### config.mk
export PLATFORM = sky130hd
export DESIGN_NAME = facto_core
export DESIGN_NICKNAME = d
export VERILOG_FILES = /design/src/rtl/facto_core.sv
export SDC_FILE = /design/constraint.sdc
export NUM_CORES = 2
export LEC_CHECK = 0
export CORE_MARGIN = 2
export CORE_UTILIZATION = 62
export CTS_CLUSTER_SIZE = 30
export DETAILED_ROUTE_END_ITERATION = 16
export HOLD_SLACK_MARGIN = 0.15
export PLACE_DENSITY = 0.81
export SETUP_SLACK_MARGIN = 0.2
export SYNTH_ARGS = -nofsm -noshare
export SYNTH_HDL_FRONTEND = slang
export SYNTH_SLANG_ARGS = --single-unit
export TNS_END_PERCENT = 10
### constraint.sdc
create_clock -name clk -period 5.2 [get_ports clk]
set_clock_uncertainty 0.15 [all_clocks]
set_input_delay 0.78 -clock clk [delete_from_list [all_inputs] [get_ports clk]]
set_output_delay 0.78 -clock clk [all_outputs]
set_load 0.01 [all_outputs]
### src/rtl/facto_core.sv
// facto_core: memory-mapped factorial accelerator, N! truncated to 128 bits via shift-add multiply.
// Define FACTO_CORE_INTR_EN to enable the INTR_EN register and the interrupt output.
module facto_core #(
    parameter logic [15:0] BASE_ADDR = 16'h7000
) (
    input  logic        clk,
    input  logic        reset,
    input  logic        s_sel,
    input  logic        s_wr,
    input  logic [15:0] s_addr,
    input  logic [63:0] s_din,
    output logic [63:0] s_dout,
    output logic        interrupt
);
    localparam logic [15:0] A_START = BASE_ADDR,
                            A_CLEAR = BASE_ADDR + 16'h08,
                            A_DONE  = BASE_ADDR + 16'h10,
                            A_INTR  = BASE_ADDR + 16'h18,
                            A_OPND  = BASE_ADDR + 16'h20,
                            A_RH    = BASE_ADDR + 16'h28,
                            A_RL    = BASE_ADDR + 16'h30;

    typedef enum logic [1:0] {IDLE, CHECK, MUL, DONE} state_t;
    state_t state, next;

    logic         opclear, intr_en;
    logic [63:0]  operand, counter, mplier;
    logic [127:0] result, mcand, acc, acc_next;
    logic [5:0]   bitcnt;
    logic [63:0]  rdata;

    logic wr, busy, done, start, clr;
    assign wr    = s_sel & s_wr;
    assign busy  = (state == CHECK) | (state == MUL);
    assign done  = state == DONE;
    assign start = wr && s_addr == A_START && s_din[0];
    // A clear write acts on its own edge, not one cycle later
    assign clr   = opclear | (wr && s_addr == A_CLEAR && s_din[0]);
    assign acc_next = acc + (mplier[0] ? mcand : 128'd0);
    assign interrupt = done & intr_en;

    always_ff @(posedge clk)
        if (reset) begin
            opclear <= 1'b0;
            operand <= 64'd0;
        end else begin
            if (wr && s_addr == A_CLEAR) opclear <= s_din[0];
            if (wr && s_addr == A_OPND && !busy) operand <= s_din;
        end

`ifdef FACTO_CORE_INTR_EN
    always_ff @(posedge clk)
        if (reset) intr_en <= 1'b0;
        else if (wr && s_addr == A_INTR) intr_en <= s_din[0];
`else
    assign intr_en = 1'b0;
`endif

    always_ff @(posedge clk)
        state <= reset ? IDLE : next;

    always_comb begin
        next = state;
        case (state)
            IDLE:    next = start ? CHECK : IDLE;
            CHECK:   next = (counter <= 64'd1) ? DONE : MUL;
            MUL:     next = (bitcnt == 6'd63) ? CHECK : MUL;
            default: next = state;
        endcase
        if (clr) next = IDLE;
    end

    always_ff @(posedge clk)
        if (reset || clr) begin
            counter <= 64'd0;
            mplier  <= 64'd0;
            result  <= 128'd0;
            mcand   <= 128'd0;
            acc     <= 128'd0;
            bitcnt  <= 6'd0;
        end else begin
            case (state)
                IDLE: if (start) begin
                    counter <= operand;
                    result  <= 128'd1;
                end
                CHECK: if (counter > 64'd1) begin
                    mcand  <= result;
                    mplier <= counter;
                    acc    <= 128'd0;
                    bitcnt <= 6'd0;
                end
                MUL: begin
                    acc    <= acc_next;
                    mcand  <= mcand << 1;
                    mplier <= mplier >> 1;
                    bitcnt <= bitcnt + 6'd1;
                    if (bitcnt == 6'd63) begin
                        result  <= acc_next;
                        counter <= counter - 64'd1;
                    end
                end
                default: ;
            endcase
        end

    always_comb begin
        rdata = 64'd0;
        case (s_addr)
            A_CLEAR: rdata = {63'd0, opclear};
            A_DONE:  rdata = {62'd0, busy, done};
            A_INTR:  rdata = {63'd0, intr_en};
            A_OPND:  rdata = operand;
            A_RH:    rdata = result[127:64];
            A_RL:    rdata = result[63:0];
            default: rdata = 64'd0;
        endcase
        s_dout = (s_sel && !s_wr) ? rdata : 64'd0;
    end
endmodule

=== Word-level counts from Yosys, hierarchy flattened ===
Cells that the tools add are included.

* Logic and storage cells: 68
* Flip-flop bits (word level): 585
* Output and inout port bits: 65

* Bitwise gates (word level): 3
* Eq/ne operators: 13
* $lt $le $gt $ge: 2
* $add $sub $neg: 3
* Mux-type cells: 21
* Reductions and logical operators: 17

{| class="wikitable"
|+ Operators by type and width
! cell !! count
|-
| $pmux W128 S2 || 3
|-
| $mux W128 || 5
|-
| $pmux W64 S5 || 1
|-
| $mux W64 || 4
|-
| $pmux W64 S2 || 2
|-
| $add A128 B128 Y128 || 1
|-
| $eq A16 B15 Y1 const B || 6
|-
| $gt A64 B1 Y1 const B || 1
|-
| $le A64 B1 Y1 const B || 1
|-
| $sub A64 B1 Y64 const B || 1
|-
| $pmux W6 S2 || 1
|-
| $logic_and A1 B1 Y1 || 7
|-
| $add A6 B1 Y6 const B || 1
|-
| $eq A6 B6 Y1 const B || 1
|-
| $mux W6 || 1
|-
| $pmux W2 S3 || 1
|-
| $eq A2 B2 Y1 const B || 2
|-
| $ne A2 B1 Y1 const B || 2
|-
| $reduce_bool A2 Y1 || 2
|-
| $reduce_and A3 Y1 || 1
|-
| $reduce_bool A3 Y1 || 1
|-
| $eq A2 B1 Y1 const B || 1
|-
| $logic_not A1 Y1 || 2
|-
| $logic_not A2 Y1 || 1
|-
| 8 further kinds || 10
|}

=== Depth between registers and ports, before layout ===
* Word-level depth: 5
* Depth in mapped cells: 18
* Depth with buffers taken out: 15

=== Worst setup path after synthesis ===
No wires, ideal clock.

* Path type: register to register
* Start point: register mplier[0]
* End point: register result[127]
* Clock period less this slack: 4216 ps
* Stages on the path, launching flop included: 17
* Slack: 984 ps
* Data arrival time: 3946 ps
* Path through: dfxtp_1 clkbuf_1 clkbuf_1 nand2_1 inv_1 ha_1 a21o_1 a2111oi_0 nor3_1 o2111a_1 a2111oi_0 nor2_1 a21oi_1 o21bai_1 a21o_1 mux2i_1 a211o_1

* Cells in the longest elaborated chain, start to end: 4

{| class="wikitable"
|+ RTL lines
! element !! line !! source
|-
| start: declaration || 27 || <nowiki>logic [63:0] operand, counter, mplier;</nowiki>
|-
| start signal: assignment || 89 || <nowiki>mplier <= counter;</nowiki>
|-
| start signal: assignment || 96 || <nowiki>mplier <= mplier >> 1;</nowiki>
|-
| $mux W128 || 39 || <nowiki>assign acc_next = acc + (mplier[0] ? mcand : 128'd0);</nowiki>
|-
| $add A128 B128 Y128 || 39 ||
|-
| $mux W128 || 98 || <nowiki>if (bitcnt == 6'd63) begin</nowiki>
|-
| $pmux W128 S2 || 82 || <nowiki>case (state)</nowiki>
|-
| end signal: assignment || 99 || <nowiki>result <= acc_next;</nowiki>
|-
| end: declaration || 28 || <nowiki>logic [127:0] result, mcand, acc, acc_next;</nowiki>
|}

No other way between the ends. The select of a mux whose other input is x is not followed.
A chain may end at the register's enable or synchronous reset.

=== Final worst setup path ===
* Start point: register mplier[0]
* End point: register acc[124]

* Cells in the longest elaborated chain, start to end: 3

{| class="wikitable"
|+ RTL lines
! element !! line !! source
|-
| $mux W128 || 39 ||
|-
| $add A128 B128 Y128 || 39 ||
|-
| $pmux W128 S2 || 82 ||
|-
| end signal: assignment || 94 || <nowiki>acc <= acc_next;</nowiki>
|-
| end: declaration || 28 ||
|}

No other way between the ends.

==> key figures <==
Clock network
  • Clock Tree Buf Depth: 3
  • CTS clk-pin slew, worst paths: 0.06 ns
  • H-tree levels: 2
  • CTS buffer count: 60
  • CTS Hold Buffers Added: 0
  • Post-CTS resize count: 0
  • Worst-skew pair later-pin latency: between 0.6 and 0.7 ns
  • Clk sinks: 585
  • CTS tree: built
  • CTS root buf: clkbuf_16
  • Setup bufs post-CTS: 0

Yosys
  • Mux cell area share after synthesis: 7.93%
  • Post-synthesis compound-gate area fraction: between 20% and 30%
  • Area share of the largest cell type after synthesis: roughly 34%
  • Syn Inst Count: ~4400
  • Ys async rst share: 0%
  • Synth cell types: 88
  • YS warnings: 0
  • Synthesized-area fraction occupied by adder cells: 4.88%
  • Mean post-synth cell area: a little under 8 um^2
  • Mapped Area: around 35000 um^2
  • Simple-gate share of the synthesized area: slightly above 20%
  • Syn nets: 4629
  • Top post-synthesis cells by area: dfxtp_1 (34%), a21oi_1 (6.5%), mux2i_1 (5.8%)
  • Share of the yosys chip area belonging to registers: about 34%
  • Post-synth EDFFs: 0
  • Main combinational cell family by area after synthesis: compound AO/OA/AOI/OAI gates
  • Primary FF master, synth: dfxtp_1
  • Cell type with the largest total area after synthesis: dfxtp_1
  • Flip-flop and latch count after synthesis: about 590
  • XOR/XNOR share of the synthesized area: around 3.1%

Hold path
  • Hold-critical path depth: 2
  • Min-Delay Path Class: reg -> reg

Power
  • Net Sw Power: 2030 uW
  • Sw Share: between 20% and 30%
  • Comb power frac: under 10%
  • Clock share of power: around half
  • P_int: approximately 7300 uW
  • Total Power: just over 9000 uW
  • Pwr dens: 241 nW/um^2
  • Flop pwr share: slightly below 50%
  • LEAKAGE: approximately 0.014 uW
  • Maximum VDD drop: ~290 uV

Worst setup path
  • Crit-path most repeated cell: or4_1
  • Max incr delay on CP: roughly 0.72 ns
  • Startpoint class of the critical path: flop
  • Slowest stage cell, crit path: or4_1
  • Worst-path maximum fanout: 32
  • WP data required: 5.64 ns
  • Reg2Reg Depth: 14
  • Critical Path End Type: flop
  • Critical Path AT: between 5 and 6 ns
  • CP Cell Sequence: buf_4 -> and2_1 -> ha_1 -> nand4_1 -> or4_1 -> nand2b_1 -> a21oi_1 -> nor3_1 -> o21ai_2 -> a41oi_1 -> or4_1 -> nand3_1 -> xor2_1 -> a22o_1
  • Setup Crit Path Kind: reg -> reg

Layout
  • Finished Core Util: ~70%
  • Synth-to-layout area growth: 11.4%
  • Final cell count without fillers: a little over 5000
  • Share of cells above drive strength 1: approximately 6.8%
  • Commonest cells after routing, fill and taps aside: dfxtp_1 (584), nor2_1 (528), nand2_1 (481)
  • Final net count: 4572
  • Commonest non-fill, non-tap cell in the layout: dfxtp_1

Placed design
  • Dpl cells: approximately 5000
  • Detailed Place HPWL: ~83 mm
  • Port bufs: 147
  • Gpl congestion: ~1.1

Floorplanning
  • Initial Util: 62.8%
  • DIE AREA: 58000 um^2
  • Cell Rows: between 80 and 90
  • Die H: ~240 um
  • I/O Pins: about 150
  • Core outline area: between 50000 and 60000 um^2
  • Die width: between 200 and 250 um

STA
  • Setup tns final: 0 ns
  • Final Hold Fails: 0
  • RSZ-0062 raised after global routing: no
  • Pins Over Slew Limit: 0
  • Slew HR: ~15%
  • # setup viols final: 0
  • Fin crit period: 4.81 ns
  • Hold_ws: approximately 0.31 ns
  • Worst slew pin tran: between 1 and 1.5 ns
  • Final period utilization: between 90% and 100%
  • Fmax: 0.208 GHz

Status
  • Status: finished, final reports clean

Drt
  • Detailed-router iteration count before antenna repair: 6
  • Post-route ant nets: 0
  • Remaining DRCs: 0
  • Initial drt markers: 3519
  • Vias: approximately 34000
  • Via-to-Cell Ratio: between 6 and 7
  • Routed WL per cell: between 20 and 25 um
  • Final wirelength: about 120 mm

Global route
  • Vias in the first global route: 31200
  • Largest net degree at the start of global routing: about 230
  • Initial antenna violation count: 9
  • First-pass GRT wire length: 177 mm
  • Grt total ovfl: 0
  • Gr usage total: 38.8%

Job
  • # Max-Cap Violations: 0
## state kept, by name (all words and copies together) (netlist names)
signal,flops
acc,128
bitcnt,6
counter,64
mcand,128
mplier,64
opclear,1
operand,64
result,128
state,2
## worst max-delay path, delay by kind of cell, from the launching register on
kind	cells	cell delay (ns)
adder cells (fa/ha/maj)	1	0.41
AND/OR/NAND/NOR	7	2.28
XOR/XNOR	1	0.22
flip-flops	1	0.41
AO/OA/AOI/OAI	4	0.99
buffers and inverters	1	0.26
## kinds of logic (layout without fill, tap and decap cells)
| logic type | count (synthesis) | after routing |
|---|---|---|
| compound gates | 1366 | 1366 |
| other cells | 1 | 5 |
| buf+inv | 387 | 379 |
| flops | 585 | 585 |
| xor+xnor | 124 | 124 |
| simple gates | 1545 | 1545 |
| fa+ha+maj | 135 | 135 |
| mux | 267 | 267 |
## metrics by stage
step / area [um^2] / setup slack [ns]
finish: 38700 / 0.391
global route: 38700 / 0.205
CTS: 38700 / 0.390
detailed placement: 36600 / 0.456
global placement: 36600 / 0.457
floorplan: 34800 / 0.984
## power by group through the flow
stage | registers, uW | logic (uW) | clock network (uW)
after global placement | 4580 | 186 | 0
after floorplan | 4580 | 84.0 | 0
after detailed placement | 4580 | 186 | 0
after global routing | 4480 | 198 | 4840
after CTS | 4480 | 187 | 4670
final | 4480 | 189 | 4650
## area by class of cell
| class | instances | area (um^2) |
|---|---|---|
| timing repair buffer | 222 | 2160 |
| antenna | 4 | 10.0 |
| tap | 748 | 936 |
| fill | 4581 | 16600 |
| sequential | 585 | 11700 |
| inverter | 46 | 173 |
| clock inverter | 27 | 375 |
| multi-input combinational | 3438 | 21600 |
| clock buffer | 84 | 1740 |
## layer usage
layer	track usage, %	part of all wire, %	wire length, um	vias to the layer above
met3	8.73	10	11600	366
met4	20.4	5.7	6580	10
met5	0	0.055	64	-
li1	-	-	-	15800
met1	49.7	40	46500	16000
met2	61.2	44	50700	1620
## synthesized netlist by cell type, drive strengths merged, types with 18 or more instances
master and number:
dfxtp 585, o21ai 170, a21o 95, buf 44
xnor2 78, nand2 482, nand4 72, ha 134
a31oi 19, a22o 122, mux2i 200, nand2b 22
o21a 26, nand3 97, a211oi 234, and2 135
inv 46, nor2 532, a22oi 90, nor4 21
o21bai 39, clkbuf 297, o31ai 23, a21oi 453
nor3 77, xor2 46, mux2 67, or3 24
o22ai 18
## path summary, 6_finish.rpt
path                      to       start  slack, ns
hold reg to reg   mplier[63]  mplier[63]       0.31
hold / removal    mplier[63]  mplier[63]       0.31
setup reg to reg    acc[124]   mplier[0]       0.39
setup / recovery    acc[124]   mplier[0]       0.39
(Power assumes the default switching activity.)
